$ cat config.mk
export PLATFORM = sky130hd
export DESIGN_NAME = oitf_scoreboard_flat
export DESIGN_NICKNAME = d
export VERILOG_FILES = /design/src/rtl/oitf_pkg.sv /design/src/rtl/oitf_scoreboard_if.sv /design/src/rtl/oitf_entry.sv /design/src/rtl/oitf_scoreboard.sv /design/src/flat_wrapper.sv
export SDC_FILE = /design/constraint.sdc
export NUM_CORES = 1
export LEC_CHECK = 0
export CORE_ASPECT_RATIO = 0.5
export CORE_MARGIN = 3
export CORE_UTILIZATION = 48
export DETAILED_ROUTE_END_ITERATION = 10
export PLACE_DENSITY_LB_ADDON = 0.3
export SLEW_MARGIN = 25
export SYNTH_ARGS = -nofsm -noshare
export SYNTH_HDL_FRONTEND = slang
export SYNTH_HIERARCHICAL = 1
export SYNTH_SLANG_ARGS = --single-unit
$ cat constraint.sdc
create_clock -name clk -period 2 [get_ports clk]
set_input_delay 0.2 -clock clk [delete_from_list [all_inputs] [get_ports clk]]
set_output_delay 0.2 -clock clk [all_outputs]
set_load 0.05 [all_outputs]
$ cat src/rtl/oitf_pkg.sv
// Shared constants and the entry record for the outstanding-instruction-track FIFO.
package oitf_pkg;

  localparam int OITF_DEPTH_DEF = 4;
  localparam int REG_AW         = 5;

  typedef struct packed {
    logic              vld;
    logic              rdwen;
    logic              llbit;
    logic [REG_AW-1:0] rdidx;
  } oitf_entry_t;

endpackage

$ cat src/rtl/oitf_scoreboard_if.sv
// Issue/retire/decode signal bundle between the pipeline (master) and the OITF (slave).
interface oitf_scoreboard_if #(
  parameter int DEPTH  = oitf_pkg::OITF_DEPTH_DEF,
  parameter int REG_AW = oitf_pkg::REG_AW
);
  localparam int PTR_W = $clog2(DEPTH);

  logic              flush;
  logic              alc_vld;
  logic              alc_rdy;
  logic [REG_AW-1:0] alc_rdidx;
  logic              alc_rdwen;
  logic              alc_llbit;
  logic [PTR_W-1:0]  alc_ptr;
  logic              ret_vld;
  logic [PTR_W-1:0]  ret_ptr;
  logic              rs1_en;
  logic              rs2_en;
  logic              rd_en;
  logic [REG_AW-1:0] rs1_idx;
  logic [REG_AW-1:0] rs2_idx;
  logic [REG_AW-1:0] rd_idx;
  logic              llbit_rd;
  logic              rs1_match;
  logic              rs2_match;
  logic              rd_match;
  logic              llbit_match;
  logic              empty;
  logic              full;
  logic [PTR_W:0]    count;

  modport master (
    output flush, alc_vld, alc_rdidx, alc_rdwen, alc_llbit, ret_vld,
           rs1_en, rs2_en, rd_en, rs1_idx, rs2_idx, rd_idx, llbit_rd,
    input  alc_rdy, alc_ptr, ret_ptr, rs1_match, rs2_match, rd_match,
           llbit_match, empty, full, count
  );

  modport slave (
    input  flush, alc_vld, alc_rdidx, alc_rdwen, alc_llbit, ret_vld,
           rs1_en, rs2_en, rd_en, rs1_idx, rs2_idx, rd_idx, llbit_rd,
    output alc_rdy, alc_ptr, ret_ptr, rs1_match, rs2_match, rd_match,
           llbit_match, empty, full, count
  );

endinterface

$ cat src/rtl/oitf_entry.sv
// One OITF slot: valid/destination registers plus its hazard comparators.
module oitf_entry #(
  parameter int REG_AW = oitf_pkg::REG_AW
) (
  input  logic              clk,
  input  logic              rst,
  input  logic              i_flush,
  input  logic              i_set,
  input  logic              i_clr,
  input  logic [REG_AW-1:0] i_rdidx,
  input  logic              i_rdwen,
  input  logic              i_llbit,
  input  logic [REG_AW-1:0] i_rs1_idx,
  input  logic [REG_AW-1:0] i_rs2_idx,
  input  logic [REG_AW-1:0] i_rd_idx,
  output logic              o_rs1_hit,
  output logic              o_rs2_hit,
  output logic              o_rd_hit,
  output logic              o_llbit_hit
);

  logic              r_vld;
  logic              r_rdwen;
  logic              r_llbit;
  logic [REG_AW-1:0] r_rdidx;
  logic              w_gpr_wr;

  // NOTE: sequential state uses non-blocking assignments so every flop samples pre-edge values.
  always_ff @(posedge clk or posedge rst) begin
    if (rst) begin
      r_vld <= 1'b0;
    end else if (i_flush) begin
      r_vld <= 1'b0;
    end else if (i_set) begin
      r_vld <= 1'b1;
    end else if (i_clr) begin
      r_vld <= 1'b0;
    end
  end

  // NOTE: payload fields are qualified by r_vld, so they load only on allocation and carry no reset.
  always_ff @(posedge clk) begin
    if (i_set && !i_flush) begin
      r_rdwen <= i_rdwen;
      r_llbit <= i_llbit;
      r_rdidx <= i_rdidx;
    end
  end

  // $zero is never a real producer, so it cannot create a hazard.
  assign w_gpr_wr    = r_vld & r_rdwen & (r_rdidx != '0);
  assign o_rs1_hit   = w_gpr_wr & (r_rdidx == i_rs1_idx);
  assign o_rs2_hit   = w_gpr_wr & (r_rdidx == i_rs2_idx);
  assign o_rd_hit    = w_gpr_wr & (r_rdidx == i_rd_idx);
  assign o_llbit_hit = r_vld & r_llbit;

endmodule

$ cat src/rtl/oitf_scoreboard.sv
// Outstanding-instruction-track FIFO: in-order alloc/retire with RAW/WAW/LLbit hazard flags for decode.
module oitf_scoreboard #(
  parameter int DEPTH  = oitf_pkg::OITF_DEPTH_DEF,
  parameter int REG_AW = oitf_pkg::REG_AW
) (
  input  logic             clk,
  input  logic             rst,
  oitf_scoreboard_if.slave sb
);

  localparam int             PTR_W   = $clog2(DEPTH);
  localparam logic [PTR_W:0] PTR_ONE = (PTR_W+1)'(1);

  logic [PTR_W:0]   r_alc_ptr;
  logic [PTR_W:0]   r_ret_ptr;
  logic             w_empty;
  logic             w_full;
  logic             w_alc_fire;
  logic             w_ret_fire;
  logic [DEPTH-1:0] w_set;
  logic [DEPTH-1:0] w_clr;
  logic [DEPTH-1:0] w_rs1_hit;
  logic [DEPTH-1:0] w_rs2_hit;
  logic [DEPTH-1:0] w_rd_hit;
  logic [DEPTH-1:0] w_llbit_hit;

  // Pointers carry a wrap bit so full and empty are distinguishable with equal indices.
  assign w_empty = (r_alc_ptr == r_ret_ptr);
  assign w_full  = (r_alc_ptr[PTR_W-1:0] == r_ret_ptr[PTR_W-1:0]) &&
                   (r_alc_ptr[PTR_W] != r_ret_ptr[PTR_W]);

  assign w_alc_fire = sb.alc_vld & ~w_full  & ~sb.flush;
  assign w_ret_fire = sb.ret_vld & ~w_empty & ~sb.flush;

  always_ff @(posedge clk or posedge rst) begin
    if (rst) begin
      r_alc_ptr <= '0;
      r_ret_ptr <= '0;
    end else if (sb.flush) begin
      r_alc_ptr <= '0;
      r_ret_ptr <= '0;
    end else begin
      if (w_alc_fire) r_alc_ptr <= r_alc_ptr + PTR_ONE;
      if (w_ret_fire) r_ret_ptr <= r_ret_ptr + PTR_ONE;
    end
  end

  for (genvar gi = 0; gi < DEPTH; gi++) begin : g_ent
    assign w_set[gi] = w_alc_fire && (r_alc_ptr[PTR_W-1:0] == PTR_W'(gi));
    assign w_clr[gi] = w_ret_fire && (r_ret_ptr[PTR_W-1:0] == PTR_W'(gi));

    oitf_entry #(.REG_AW(REG_AW)) u_entry (
      .clk         (clk),
      .rst         (rst),
      .i_flush     (sb.flush),
      .i_set       (w_set[gi]),
      .i_clr       (w_clr[gi]),
      .i_rdidx     (sb.alc_rdidx),
      .i_rdwen     (sb.alc_rdwen),
      .i_llbit     (sb.alc_llbit),
      .i_rs1_idx   (sb.rs1_idx),
      .i_rs2_idx   (sb.rs2_idx),
      .i_rd_idx    (sb.rd_idx),
      .o_rs1_hit   (w_rs1_hit[gi]),
      .o_rs2_hit   (w_rs2_hit[gi]),
      .o_rd_hit    (w_rd_hit[gi]),
      .o_llbit_hit (w_llbit_hit[gi])
    );
  end

  assign sb.alc_rdy     = ~w_full;
  assign sb.alc_ptr     = r_alc_ptr[PTR_W-1:0];
  assign sb.ret_ptr     = r_ret_ptr[PTR_W-1:0];
  assign sb.empty       = w_empty;
  assign sb.full        = w_full;
  assign sb.count       = r_alc_ptr - r_ret_ptr;
  assign sb.rs1_match   = sb.rs1_en   & (|w_rs1_hit);
  assign sb.rs2_match   = sb.rs2_en   & (|w_rs2_hit);
  assign sb.rd_match    = sb.rd_en    & (|w_rd_hit);
  assign sb.llbit_match = sb.llbit_rd & (|w_llbit_hit);

endmodule

$ cat src/flat_wrapper.sv
// flat-port wrapper written by rule: the top's interface ports become plain ports
module oitf_scoreboard_flat 
#(
  parameter int DEPTH  = oitf_pkg::OITF_DEPTH_DEF,
  parameter int REG_AW = oitf_pkg::REG_AW
)
  (clk, rst, sb_flush, sb_alc_vld, sb_alc_rdidx, sb_alc_rdwen, sb_alc_llbit, sb_ret_vld, sb_rs1_en, sb_rs2_en, sb_rd_en, sb_rs1_idx, sb_rs2_idx, sb_rd_idx, sb_llbit_rd, sb_alc_rdy, sb_alc_ptr, sb_ret_ptr, sb_rs1_match, sb_rs2_match, sb_rd_match, sb_llbit_match, sb_empty, sb_full, sb_count);
  oitf_scoreboard_if #(.DEPTH(DEPTH), .REG_AW(REG_AW)) sb_i ();
  input  logic clk;
  input  logic rst;
  input wire logic [$bits(sb_i.flush)-1:0] sb_flush;
  input wire logic [$bits(sb_i.alc_vld)-1:0] sb_alc_vld;
  input wire logic [$bits(sb_i.alc_rdidx)-1:0] sb_alc_rdidx;
  input wire logic [$bits(sb_i.alc_rdwen)-1:0] sb_alc_rdwen;
  input wire logic [$bits(sb_i.alc_llbit)-1:0] sb_alc_llbit;
  input wire logic [$bits(sb_i.ret_vld)-1:0] sb_ret_vld;
  input wire logic [$bits(sb_i.rs1_en)-1:0] sb_rs1_en;
  input wire logic [$bits(sb_i.rs2_en)-1:0] sb_rs2_en;
  input wire logic [$bits(sb_i.rd_en)-1:0] sb_rd_en;
  input wire logic [$bits(sb_i.rs1_idx)-1:0] sb_rs1_idx;
  input wire logic [$bits(sb_i.rs2_idx)-1:0] sb_rs2_idx;
  input wire logic [$bits(sb_i.rd_idx)-1:0] sb_rd_idx;
  input wire logic [$bits(sb_i.llbit_rd)-1:0] sb_llbit_rd;
  output wire logic [$bits(sb_i.alc_rdy)-1:0] sb_alc_rdy;
  output wire logic [$bits(sb_i.alc_ptr)-1:0] sb_alc_ptr;
  output wire logic [$bits(sb_i.ret_ptr)-1:0] sb_ret_ptr;
  output wire logic [$bits(sb_i.rs1_match)-1:0] sb_rs1_match;
  output wire logic [$bits(sb_i.rs2_match)-1:0] sb_rs2_match;
  output wire logic [$bits(sb_i.rd_match)-1:0] sb_rd_match;
  output wire logic [$bits(sb_i.llbit_match)-1:0] sb_llbit_match;
  output wire logic [$bits(sb_i.empty)-1:0] sb_empty;
  output wire logic [$bits(sb_i.full)-1:0] sb_full;
  output wire logic [$bits(sb_i.count)-1:0] sb_count;
  assign sb_i.flush = sb_flush;
  assign sb_i.alc_vld = sb_alc_vld;
  assign sb_i.alc_rdidx = sb_alc_rdidx;
  assign sb_i.alc_rdwen = sb_alc_rdwen;
  assign sb_i.alc_llbit = sb_alc_llbit;
  assign sb_i.ret_vld = sb_ret_vld;
  assign sb_i.rs1_en = sb_rs1_en;
  assign sb_i.rs2_en = sb_rs2_en;
  assign sb_i.rd_en = sb_rd_en;
  assign sb_i.rs1_idx = sb_rs1_idx;
  assign sb_i.rs2_idx = sb_rs2_idx;
  assign sb_i.rd_idx = sb_rd_idx;
  assign sb_i.llbit_rd = sb_llbit_rd;
  assign sb_alc_rdy = sb_i.alc_rdy;
  assign sb_alc_ptr = sb_i.alc_ptr;
  assign sb_ret_ptr = sb_i.ret_ptr;
  assign sb_rs1_match = sb_i.rs1_match;
  assign sb_rs2_match = sb_i.rs2_match;
  assign sb_rd_match = sb_i.rd_match;
  assign sb_llbit_match = sb_i.llbit_match;
  assign sb_empty = sb_i.empty;
  assign sb_full = sb_i.full;
  assign sb_count = sb_i.count;
  oitf_scoreboard #(.DEPTH(DEPTH), .REG_AW(REG_AW)) u_core (.clk(clk), .rst(rst), .sb(sb_i));
endmodule
==> reports/results.txt <==
Status -> finished, violations left
Failing checks -> setup timing
Largest net degree at the start of global routing -> 16
Max Buffers Root-to-Sink -> 2
HP Class -> input port to async pin
GR Layer Usage met2 -> 37.7%
Core Util, Final -> 76.2%
WP data required -> 1800 ps
Clk_lat worst skew -> 280 ps
CP max FO -> 3
Crit path capture type -> primary output
VDD IR max -> 1.51 mV
Final net count -> 349
Async SR Flop Fraction -> 26.3%
Clk pin slew, worst setup/hold paths -> 80 ps
Sinks on Clock Net -> 38
Fill cells -> 319
Std cell rows -> 17
Synth Cell Area -> 0.00251 mm²
Part of the cycle the worst path needs -> 122%
CORE AREA -> 0.00470 mm²
Grt total ovfl -> 0
Initial antenna violation count -> 0
Port buffer count -> 44
Total track usage -> 21.8%
Final ANT Viol Nets -> 0
WHS -> 199 ps
Max_cap viols -> 0
Post-synthesis cell type count -> 33
Pwr Density -> 1010 mW/mm²
Worst EP arrival -> 2230 ps
H-tree levels -> 2
FMAX -> 0.411 GHz
Initial core utilization -> 53.4%
Post-synth EDFFs -> 28
Final Cell Area -> 0.00358 mm²
Fin worst setup slack -> -432 ps
RePlAce Congestion -> 0.952
Residual DRC count -> 0
DRT Wirelength -> 6.51 mm
Crit-path slowest cell -> or4_4
# diodes -> 0
Via/cell ratio -> 5.45
Die area -> 0.00619 mm²
Post-DP HPWL -> 4.95 mm
R2r worst-path depth -> 7
Final hold vios -> 0
Register area share after synthesis -> 43.4%
Grt peak-use layer -> met2
CTS root buf -> clkbuf_8
Layout area overhead -> 42.6%
Area occupied by multi-input gates -> 0.00147 mm²
Ports -> 45
CTS tree -> yes
WL per Instance -> 17.4 µm
Vias in the first global route -> 2,130
Crit path kind -> flip-flop to primary output
GR Layer Usage met1 -> 27.6%
Via count -> 2,040
Slew Limit Headroom -> 66.7%
Min Tclk post-route -> 2430 ps
Met3 Use GR -> 3.28%
Post-DP Area -> 0.00332 mm²
Post-CTS Hold Fix Bufs -> 0
Worst setup SP type -> flip-flop
Register area -> 0.00109 mm²
Critical Path, Cell by Cell -> or4_4 -> o211ai_4 -> nor4_1 -> o41a_2 -> buf_8
Die H -> 57.2 µm
Initial DRC Count -> 89
Slowest Stage Delay on Critical Path -> 560 ps
First-pass GRT wire length -> 10.3 mm
Max-slew violations -> 0
Share of layout cells above drive strength 1 -> 26.3%
Static Leak -> 1.36 nW
Pre-CTS worst setup slack -> -117 ps
Die width -> 108 µm
Synth Register Bits -> 38
Synthesized area per cell -> 10.9 µm²
DRT Pass-1 Iters -> 5
Skew final -> 3.93 ps
Yosys warns -> 6
Final Setup Violations -> 3
Post-Synthesis Net Count -> 273
Slew @ Worst Pin -> 498 ps
Total CTS buffers -> 5
Cells after Synth -> 231
RSZ-0062 raised after global routing -> true
Synth Flop Type -> edfxtp_1
Total Power -> 3.60 mW
==> power breakdown <==
part	total, mW	internal [mW]	switching [mW]
registers	0.999	0.923	0.0759
clock network	0.775	0.500	0.275
logic	1.83	0.789	1.04
==> path summary, 6_finish.rpt <==
path	slack [ps]	from	endpoint
max	-430	u_core/g_ent[2].u_entry/r_rdidx[0]	sb_rd_match
min	200	rst	u_core/g_ent[2].u_entry/r_vld
max reg2reg	160	u_core/r_ret_ptr[1]	u_core/g_ent[1].u_entry/r_rdidx[0]
min reg2reg	610	u_core/r_alc_ptr[2]	u_core/r_alc_ptr[2]
max in group asynchronous	1430	rst	u_core/r_ret_ptr[1]
min in group clk	540	sb_alc_llbit	u_core/g_ent[1].u_entry/r_llbit
==> worst max-delay path, delay by kind of cell, from the launching register on <==
family / cells / cell delay, ps
AO/OA/AOI/OAI: 2 / 740
buffers and inverters: 1 / 160
flip-flops: 1 / 390
AND/OR/NAND/NOR: 2 / 660
==> per-layer routing <==
layer  share of wire, %  wire length [µm]
met5                  0                 0
met4                1.4                94
met3                5.3               348
met2                 49              3200
met1                 44              2860
==> sequential cells by signal (all words and copies together) (netlist names) <==
signal	cells
u_core/g_ent.u_entry/r_rdidx	20
u_core/g_ent.u_entry/r_llbit	4
u_core/g_ent.u_entry/r_rdwen	4
u_core/r_alc_ptr	3
u_core/g_ent.u_entry/r_vld	4
u_core/r_ret_ptr	3
==> synthesized netlist by cell type (2+ instances only) <==
library cell,count,area [µm²]
xnor2_1,37,324
edfxtp_1,28,841
xor2_1,25,219
inv_1,18,67.6
nand3_1,16,80.1
nor4_1,12,75.1
dfrtp_1,10,250
ha_1,10,125
and3_1,9,56.3
a21oi_1,7,35.0
nor2_1,7,26.3
nor2b_1,7,43.8
or4_1,7,52.6
and2_1,4,25.0
buf_4,4,30.0
o211ai_2,4,50.1
o41a_1,4,45.0
nand2_1,3,11.3
a31oi_1,2,12.5
nand4_1,2,12.5
nand4b_1,2,17.5
nor3_1,2,10.0
==> cells by family (layout without fill, tap and decap cells) <==
logic type	Yosys count	count (layout)	share of synthesized area, %
xor+xnor	62	62	21.6
compound gates	20	20	6.77
buf+inv	24	101	4.48
fa+ha+maj	11	11	5.78
flops	38	38	43.4
simple gates	76	76	17.9
==> through the flow <==
stage,cells,TNS (ps)
final,374,-1250
after floorplan,231,-5320
after CTS,371,-1230
after global routing,374,-1450
after global placement,362,-225
after detailed placement,362,-341
==> placed cells by master (no fill, tap or decap), drive strengths merged <==
cell type,netlist,routed
inv,18,17
a311oi,1,1
nor2b,7,7
nor3b,1,1
ha,10,10
and2,4,4
a21oi,7,7
nand3,16,16
or4,7,7
dfrtp,10,10
nand2,3,3
xor2,25,25
a211o,1,1
nor2,7,7
buf,5,41
nor4b,1,1
xnor2,37,37
nor3,2,2
a32oi,1,1
clkbuf,1,5
bufinv,0,2
a31oi,2,2
and3b,1,1
or3,1,1
edfxtp,28,28
fa,1,1
nand3b,1,1
o211ai,4,4
o41a,4,4
nand4,2,2
clkdlybuf4s50,0,34
nor4,12,12
nand4b,2,2
clkinv,0,1
clkinvlp,0,1
and3,9,9
==> repair_timing <==
action	CTS	global route
buffers inserted	1	3
gates cloned	0	0
gates resized for setup	9	9
pin swaps	6	6
setup endpoints to repair	4	12
==> layout make-up <==
type	instances	share of cell area, %
well taps	66	2.31
inverters	18	1.99
flip-flops and latches	38	30.5
multi-input cells	169	41.1
repair buffers	75	20.3
clock inverters	3	1.92
clock buffers	5	1.92
(Power assumes the default switching activity.)
